File: config.mk
export PLATFORM = sky130hd
export DESIGN_NAME = xdma_axi_to_reqrsp_write
export DESIGN_NICKNAME = d
export VERILOG_FILES = /design/src/rtl/xdma_axi_to_reqrsp_write.sv
export SDC_FILE = /design/constraint.sdc
export NUM_CORES = 1
export LEC_CHECK = 0
export ABC_AREA = 1
export ABC_CLOCK_PERIOD_IN_PS = 2550
export BUFFER_PORTS_ARGS = -buffer_cell sky130_fd_sc_hd__buf_2
export CAP_MARGIN = 20
export CORE_AREA = 2 2 187 189
export DETAILED_ROUTE_END_ITERATION = 8
export DIE_AREA = 0 0 189 191
export PLACE_DENSITY = 0.47
export SKIP_LAST_GASP = 1
export SLEW_MARGIN = 15
export SYNTH_ARGS = -nofsm -noshare
export SYNTH_HDL_FRONTEND = slang
export SYNTH_SLANG_ARGS = --single-unit
File: constraint.sdc
create_clock -name clk_i -period 2.55 [get_ports clk_i]
set_input_delay 0.1275 -clock clk_i [delete_from_list [all_inputs] [get_ports clk_i]]
set_output_delay 0.1275 -clock clk_i [all_outputs]
set_load 0.01 [all_outputs]
File: src/rtl/xdma_axi_to_reqrsp_write.sv
// ---------------------------------------------------------------------------
// xdma_axi_to_reqrsp_write
//
// AXI4 write-only slave to reqrsp bridge for XDMA data/cfg ingress. Each
// AW/W burst becomes one reqrsp write per beat. A B response is queued once
// the burst's last beat is accepted. Up to MaxOutstanding completed bursts may
// wait for their B handshake. INCR and FIXED bursts are supported. WRAP
// bursts, atomics and oversize beats are drained and answered with SLVERR.
// The AR and R channels are tied off.
//
// Ports
//   clk_i         clock
//   rst_ni        asynchronous reset, active low
//   busy_o        burst in flight, B pending, or AW/W valid at input
//   axi_req_i     AXI slave request (aw, w and b_ready are used)
//   axi_rsp_o     AXI slave response
//   reqrsp_req_o  reqrsp request (q channel, p_ready)
//   reqrsp_rsp_i  reqrsp response (q_ready is used; the p channel is sunk)
//   beat_cnt_o    accepted write beats  (XDMA_AXI_WRITE_PERF_EN only)
//   burst_cnt_o   B responses issued    (XDMA_AXI_WRITE_PERF_EN only)
//
// Optional feature macro: XDMA_AXI_WRITE_PERF_EN adds the two 32-bit
// performance counters. Without the macro, those ports do not exist.
// ---------------------------------------------------------------------------

package xdma_axi_to_reqrsp_write_pkg;

  typedef logic [31:0] addr_t;
  typedef logic [63:0] data_t;
  typedef logic [7:0]  strb_t;
  typedef logic [3:0]  id_t;
  typedef logic [0:0]  user_t;

  typedef struct packed {
    id_t        id;
    addr_t      addr;
    logic [7:0] len;
    logic [2:0] size;
    logic [1:0] burst;
    logic       lock;
    logic [3:0] cache;
    logic [2:0] prot;
    logic [3:0] qos;
    logic [3:0] region;
    logic [5:0] atop;
    user_t      user;
  } aw_chan_t;

  typedef struct packed {
    data_t data;
    strb_t strb;
    logic  last;
    user_t user;
  } w_chan_t;

  typedef struct packed {
    id_t        id;
    logic [1:0] resp;
    user_t      user;
  } b_chan_t;

  typedef struct packed {
    id_t        id;
    addr_t      addr;
    logic [7:0] len;
    logic [2:0] size;
    logic [1:0] burst;
    logic       lock;
    logic [3:0] cache;
    logic [2:0] prot;
    logic [3:0] qos;
    logic [3:0] region;
    user_t      user;
  } ar_chan_t;

  typedef struct packed {
    id_t        id;
    data_t      data;
    logic [1:0] resp;
    logic       last;
    user_t      user;
  } r_chan_t;

  typedef struct packed {
    aw_chan_t aw;
    logic     aw_valid;
    w_chan_t  w;
    logic     w_valid;
    logic     b_ready;
    ar_chan_t ar;
    logic     ar_valid;
    logic     r_ready;
  } axi_req_t;

  typedef struct packed {
    logic    aw_ready;
    logic    ar_ready;
    logic    w_ready;
    logic    b_valid;
    b_chan_t b;
    logic    r_valid;
    r_chan_t r;
  } axi_resp_t;

  typedef enum logic [3:0] {
    AMONone = 4'h0, AMOSwap = 4'h1, AMOAdd = 4'h2, AMOAnd = 4'h3,
    AMOOr   = 4'h4, AMOXor  = 4'h5, AMOMax = 4'h6, AMOMaxu = 4'h7,
    AMOMin  = 4'h8, AMOMinu = 4'h9, AMOLR  = 4'hA, AMOSC   = 4'hB
  } amo_op_e;

  typedef struct packed {
    addr_t      addr;
    logic       write;
    amo_op_e    amo;
    data_t      data;
    strb_t      strb;
    logic [2:0] size;
  } reqrsp_q_t;

  typedef struct packed {
    data_t data;
    logic  error;
  } reqrsp_p_t;

  typedef struct packed {
    reqrsp_q_t q;
    logic      q_valid;
    logic      p_ready;
  } reqrsp_req_t;

  typedef struct packed {
    reqrsp_p_t p;
    logic      p_valid;
    logic      q_ready;
  } reqrsp_rsp_t;

endpackage

module xdma_axi_to_reqrsp_write #(
  parameter type axi_in_req_t  = xdma_axi_to_reqrsp_write_pkg::axi_req_t,
  parameter type axi_in_resp_t = xdma_axi_to_reqrsp_write_pkg::axi_resp_t,
  parameter type data_t        = xdma_axi_to_reqrsp_write_pkg::data_t,
  parameter type addr_t        = xdma_axi_to_reqrsp_write_pkg::addr_t,
  parameter type axi_id_t      = xdma_axi_to_reqrsp_write_pkg::id_t,
  parameter type strb_t        = xdma_axi_to_reqrsp_write_pkg::strb_t,
  parameter type reqrsp_req_t  = xdma_axi_to_reqrsp_write_pkg::reqrsp_req_t,
  parameter type reqrsp_rsp_t  = xdma_axi_to_reqrsp_write_pkg::reqrsp_rsp_t,
  parameter int unsigned MaxOutstanding = 4,
  parameter int unsigned DataBytes      = $bits(data_t) / 8
) (
  input  logic         clk_i,
  input  logic         rst_ni,
  output logic         busy_o,
  input  axi_in_req_t  axi_req_i,
  output axi_in_resp_t axi_rsp_o,
  output reqrsp_req_t  reqrsp_req_o,
  input  reqrsp_rsp_t  reqrsp_rsp_i
`ifdef XDMA_AXI_WRITE_PERF_EN
  ,
  output logic [31:0]  beat_cnt_o,
  output logic [31:0]  burst_cnt_o
`endif
);

  localparam int unsigned MaxSize = $clog2(DataBytes);
  localparam int unsigned PtrW    = (MaxOutstanding > 1) ? $clog2(MaxOutstanding) : 1;
  localparam int unsigned UsageW  = $clog2(MaxOutstanding + 1);

  localparam logic [1:0] BurstFixed = 2'b00;
  localparam logic [1:0] BurstWrap  = 2'b10;
  localparam logic [1:0] RespOkay   = 2'b00;
  localparam logic [1:0] RespSlvErr = 2'b10;

  typedef enum logic [1:0] {
    IDLE  = 2'd0,
    BURST = 2'd1,
    DRAIN = 2'd2
  } state_e;

  state_e     state_q, state_d;
  logic [7:0] cnt_q, cnt_d;
  axi_id_t    id_q, id_d;
  logic [2:0] size_q, size_d;
  logic [1:0] burst_q, burst_d;
  addr_t      addr_q, addr_d;

  // B FIFO
  axi_id_t           bq_id_q   [MaxOutstanding];
  logic [1:0]        bq_resp_q [MaxOutstanding];
  logic [PtrW-1:0]   wptr_q, rptr_q;
  logic [UsageW-1:0] usage_q;
  logic              push, pop;
  logic [1:0]        push_resp;

  logic  aw_credit;
  logic  aw_err;
  logic  beat;
  addr_t step, addr_next;

  function automatic logic [PtrW-1:0] ptr_inc(input logic [PtrW-1:0] p);
    return (p == PtrW'(MaxOutstanding - 1)) ? '0 : p + PtrW'(1);
  endfunction

  // INCR increments from the size-aligned address, so an unaligned start
  // address becomes aligned from the second beat onwards.
  always_comb begin
    step      = addr_t'(1) << size_q;
    addr_next = (addr_q & ~(step - addr_t'(1))) + step;
  end

  assign aw_credit = (usage_q < UsageW'(MaxOutstanding));
  assign aw_err    = (axi_req_i.aw.burst == BurstWrap)
                   | (axi_req_i.aw.atop != '0)
                   | (32'(axi_req_i.aw.size) > MaxSize);
  assign pop       = (usage_q != '0) & axi_req_i.b_ready;

  always_comb begin
    state_d   = state_q;
    cnt_d     = cnt_q;
    id_d      = id_q;
    size_d    = size_q;
    burst_d   = burst_q;
    addr_d    = addr_q;
    push      = 1'b0;
    push_resp = RespOkay;
    beat      = 1'b0;

    // An all-zero request carries amo = AMONone.
    axi_rsp_o            = '0;
    reqrsp_req_o         = '0;
    reqrsp_req_o.p_ready = 1'b1;

    case (state_q)
      IDLE: begin
        // rst_ni only gates the output here so that nothing is offered during
        // reset. The handshake below uses the ungated credit, because the
        // flops are held in reset anyway.
        axi_rsp_o.aw_ready = aw_credit & rst_ni;
        if (axi_req_i.aw_valid && aw_credit) begin
          id_d    = axi_req_i.aw.id;
          cnt_d   = axi_req_i.aw.len;
          size_d  = axi_req_i.aw.size;
          burst_d = axi_req_i.aw.burst;
          addr_d  = axi_req_i.aw.addr;
          state_d = aw_err ? DRAIN : BURST;
        end
      end

      BURST: begin
        reqrsp_req_o.q_valid = axi_req_i.w_valid;
        reqrsp_req_o.q.addr  = addr_q;
        reqrsp_req_o.q.write = 1'b1;
        reqrsp_req_o.q.data  = axi_req_i.w.data;
        reqrsp_req_o.q.strb  = axi_req_i.w.strb;
        reqrsp_req_o.q.size  = size_q;
        axi_rsp_o.w_ready    = reqrsp_rsp_i.q_ready;
        if (axi_req_i.w_valid && reqrsp_rsp_i.q_ready) begin
          beat   = 1'b1;
          cnt_d  = cnt_q - 8'd1;
          addr_d = (burst_q == BurstFixed) ? addr_q : addr_next;
          if (cnt_q == '0) begin
            push      = 1'b1;
            push_resp = RespOkay;
            state_d   = IDLE;
          end
        end
      end

      DRAIN: begin
        axi_rsp_o.w_ready = 1'b1;
        if (axi_req_i.w_valid) begin
          beat  = 1'b1;
          cnt_d = cnt_q - 8'd1;
          if (cnt_q == '0) begin
            push      = 1'b1;
            push_resp = RespSlvErr;
            state_d   = IDLE;
          end
        end
      end

      default: state_d = IDLE;
    endcase

    axi_rsp_o.b_valid = (usage_q != '0);
    axi_rsp_o.b.id    = bq_id_q[rptr_q];
    axi_rsp_o.b.resp  = bq_resp_q[rptr_q];
  end

  always_ff @(posedge clk_i or negedge rst_ni) begin
    if (!rst_ni) begin
      state_q <= IDLE;
      cnt_q   <= '0;
      id_q    <= '0;
      size_q  <= '0;
      burst_q <= '0;
      addr_q  <= '0;
    end else begin
      state_q <= state_d;
      cnt_q   <= cnt_d;
      id_q    <= id_d;
      size_q  <= size_d;
      burst_q <= burst_d;
      addr_q  <= addr_d;
    end
  end

  always_ff @(posedge clk_i or negedge rst_ni) begin
    if (!rst_ni) begin
      wptr_q  <= '0;
      rptr_q  <= '0;
      usage_q <= '0;
      for (int unsigned i = 0; i < MaxOutstanding; i++) begin
        bq_id_q[i]   <= '0;
        bq_resp_q[i] <= '0;
      end
    end else begin
      if (push) begin
        bq_id_q[wptr_q]   <= id_q;
        bq_resp_q[wptr_q] <= push_resp;
        wptr_q            <= ptr_inc(wptr_q);
      end
      if (pop) begin
        rptr_q <= ptr_inc(rptr_q);
      end
      case ({push, pop})
        2'b10:   usage_q <= usage_q + UsageW'(1);
        2'b01:   usage_q <= usage_q - UsageW'(1);
        default: usage_q <= usage_q;
      endcase
    end
  end

  assign busy_o = (state_q != IDLE) | (usage_q != '0)
                | axi_req_i.aw_valid | axi_req_i.w_valid;

`ifdef XDMA_AXI_WRITE_PERF_EN
  logic [31:0] beat_cnt_q, burst_cnt_q;

  always_ff @(posedge clk_i or negedge rst_ni) begin
    if (!rst_ni) begin
      beat_cnt_q  <= '0;
      burst_cnt_q <= '0;
    end else begin
      if (beat) beat_cnt_q  <= beat_cnt_q + 32'd1;
      if (pop)  burst_cnt_q <= burst_cnt_q + 32'd1;
    end
  end

  assign beat_cnt_o  = beat_cnt_q;
  assign burst_cnt_o = burst_cnt_q;
`endif

  // The whole input structs are listed so that fields left unused by this
  // write-only bridge (AR, r_ready, w.last, the p channel) are consumed.
  logic unused_inputs;
  assign unused_inputs = ^{axi_req_i, reqrsp_rsp_i, beat};

endmodule

==> impl_results.md <==
* Synth async-reset ratio at 100%
* Power density cells at 782 nW/um^2
* Sink Count at 78
* Post-route DRC at 0
* Status: complete, no violations
* Fin util at 24.6%
* FF+latch count, synth at 78
* Final Cycle Share at 90.5%
* Clk root buf: clkbuf_16
* Int Pwr at 3.49 mW
* Max Cap Viol at 0
* Most frequent cells in the layout: nand2_1, buf_2, inv_1
* Rows at 68
* Global Route Usage Sum at 11.4%
* CTS clk-pin slew, worst paths at 0.07 ns
* DIE AREA at 36100 um^2
* Startpoint type of the worst setup path: flip-flop
* Worst-margin pin slew at 0.699 ns
* HPWL Detailed at roughly 17 mm
* Slowest stage cell, crit path: dfrtp_2
* WL final at 21.6 mm
* RSZ-0062 raised after global routing: false
* Main synth FF type: dfrtp_1
* Area Growth Syn to Fin at 28.4%
* Slew HR at 52.9%
* Tmin final at about 2.3 ns
* Non-Filler Instances at 1749
* Final setup viols at 0
* Comb power frac at around 45%
* CP delay by family, top: simple AND/OR/NAND/NOR gates
* Hold Fails Final Rpt at 0
* Post-Syn Area at 6540 um^2
* Finished Cell Area at between 8000 and 9000 um^2
* Total CTS buffers at 9
* Highest Clock Rate at 0.433 GHz
* Clock Skew at 0.0114 ns
* Antenna violations before repair at 1
* Antenna-violating nets left at 0
* Largest family of logic cells by synthesized area: simple AND/OR/NAND/NOR gates
* Synthesized instance count at 1046
* Total power at 6.57 mW
* Boundary Pins at 485
* CTS max path bufs at 2
* Die height at roughly 190 um
* Worst hold path class: input pin to flip-flop
* Fin Setup TNS at 0 ns
* Starting Density at 19.2%
* Core region area at 34100 um^2
* Critical path arrival at 2.54 ns
* Total leakage power at between 5 and 6 nW
* RePlAce Congestion at 0.795
* Mux share of post-synthesis cell area at 0.344%
* # port buffers at 250
* Power share of the clock group at 20.2%
* Register share of total power at 35.0%
* Die width at 189 um
* CTS tree: yes
* CP bufs+invs at 3
* DR WL/cell at 12.3 um
* Sw Share at ~47%
* Post-Synth XOR/XNOR Area at 1.07%
* Synth warn at 0
* Critical Path RT at ~2.8 ns
* First-pass GRT wire length at 32.8 mm
* Average size of a mapped cell at 6.25 um^2
* Cell mode on critical path: nand2_1
* Clock H-tree levels at 3
* Clk_lat worst skew at 0.35 ns
* Crit-path max cell delay at 0.48 ns
* Pre-antenna DRT Iters at 5
* Layout cell share with drive strength beyond 1 at between 20 and 25%
* NetSw at 3.08 mW
* Commonest non-fill, non-tap cell in the layout: nand2_1
* Simple-gate share of the synthesized area at 32.3%
* WHS at ~0.017 ns
* Cell variety after synth at 40
* Vias after detailed routing at 6868
* Critical path capture point type: flip-flop
* Adder-cell share of the synthesized area at 3.18%
* Placed cell count at 1731
* Synth area leaders: dfrtp_1, nand2_1, inv_1, buf_4, o21ai_0
* Via/cell ratio at ~3.9
* Synthesized-area fraction occupied by ao, oa, aoi and oai cells at 10.8%
* Final WS setup at 0.241 ns
* Vias in the first global route at 6153
* Post-CTS setup buffers at 0
* Final Slew Violations at 0
* Post-Place Worst Slack at 0.165 ns
* Max Fanout on Critical Path at 8
* Largest net degree at the start of global routing at 152
* Critical path type: flip-flop to flip-flop
* Top cell type's share of synthesized area at slightly below 30%
* Peak supply drop at 0.313 mV
* Synth area leader: dfrtp_1
* Post-synth EDFFs at 0
* Post-DP Area at 8080 um^2
* Final nets at 1590
* Initial DRC count at around 280
* GRT Residual Overflow at 0
* Worst-path cell chain: inv_1 > nor3_1 > ha_1 > inv_1 > nor2_2 > inv_2 > nor2_1 > nand2_1 > nand2_2 > nand2_1 > nand2_1 > nand4_1 > nand3_1 > nand2_1
* Post-synthesis sequential area ratio at 29.8%
-- cell usage after synthesis, types with 2 or more instances --
cell      number
a21oi_1       39
buf_1          8
buf_2          5
buf_4         82
clkbuf_1      19
conb_1         2
dfrtp_1       78
ha_1          15
inv_1        182
inv_2          6
mux2_2         2
nand2_1      325
nand2_2        7
nand3_1       57
nand3b_1       2
nand4_1       20
nor2_1        70
nor2_2         4
nor3_1        10
nor4_1         6
o211ai_1       4
o21ai_0       63
o21ai_1        7
o22ai_1        9
o31ai_1        3
xnor2_1        6
xor2_1         2
-- power groups by stage --
stage	registers [mW]	clock network, mW	logic (mW)
CTS	2.30	1.37	2.97
global placement	2.32	0	2.91
detailed placement	2.32	0	2.96
finish	2.30	1.33	2.94
floorplan	2.06	0	2.27
global route	2.40	1.43	3.40
-- flip-flops by register name, indices dropped and copies added, names as in the netlist, 3 cells and up --
register and flops:
addr_q 32, bq_id_q 16, bq_resp_q 4, cnt_q 8, id_q 4, size_q 3
usage_q 3
-- timing repair --
action / CTS / global route
gates resized for setup: 0 / 5
endpoints found under the hold margin: 65 / 0
hold buffers: 1 / 0
setup endpoints to repair: 0 / 12
-- kinds of logic after synthesis --
group                    after synthesis
AND/OR/NAND/NOR                      505
buffers and inverters                304
AO/OA/AOI/OAI                        131
flip-flops                            78
adder cells (fa/ha/maj)               16
XOR/XNOR                               8
other                                  2
multiplexers                           2
-- metal layers --
metal,GRT usage [%],vias up,part of all wire [%]
li1,-,3564,-
met1,15.8,3083,48
met2,18.7,210,47
met3,1.56,11,4.3
met4,2.43,0,0.88
met5,0,-,0
-- layout make-up --
type                       count  area, um^2
antenna                        1        2.50
clock buffer                   9         225
clock inverter                 7        72.6
fill                        3901       25700
inverter                     189         709
multi-input combinational    743        3440
sequential                    78        1960
tap                          455         569
timing repair buffer         267        1420
-- path summary, 6_finish.rpt --
path | slack, ns | startpoint | cells after the start | to
max | 0.24 | size_q[0] | 14 | addr_q[27]
min | 0.02 | axi_req_i[171] | 2 | size_q[1]
max reg2reg | 0.24 | size_q[0] | 14 | addr_q[27]
min reg2reg | 0.47 | bq_resp_q[5] | 2 | bq_resp_q[5]
max in group asynchronous | 1.71 | rst_ni | 3 | addr_q[31]
min in group asynchronous | 0.17 | rst_ni | 2 | burst_q[1]
-- worst register-to-register path: stages (launching register included) --
cell and delay [ns]:
dfrtp_2 0.48, inv_1 0.20, nor3_1 0.07, ha_1 0.32
inv_1 0.08, nor2_2 0.18, inv_2 0.04, nor2_1 0.08
nand2_1 0.07, nand2_2 0.13, nand2_1 0.07, nand2_1 0.19
nand4_1 0.11, nand3_1 0.12, nand2_1 0.06
(Power assumes the default switching activity.)
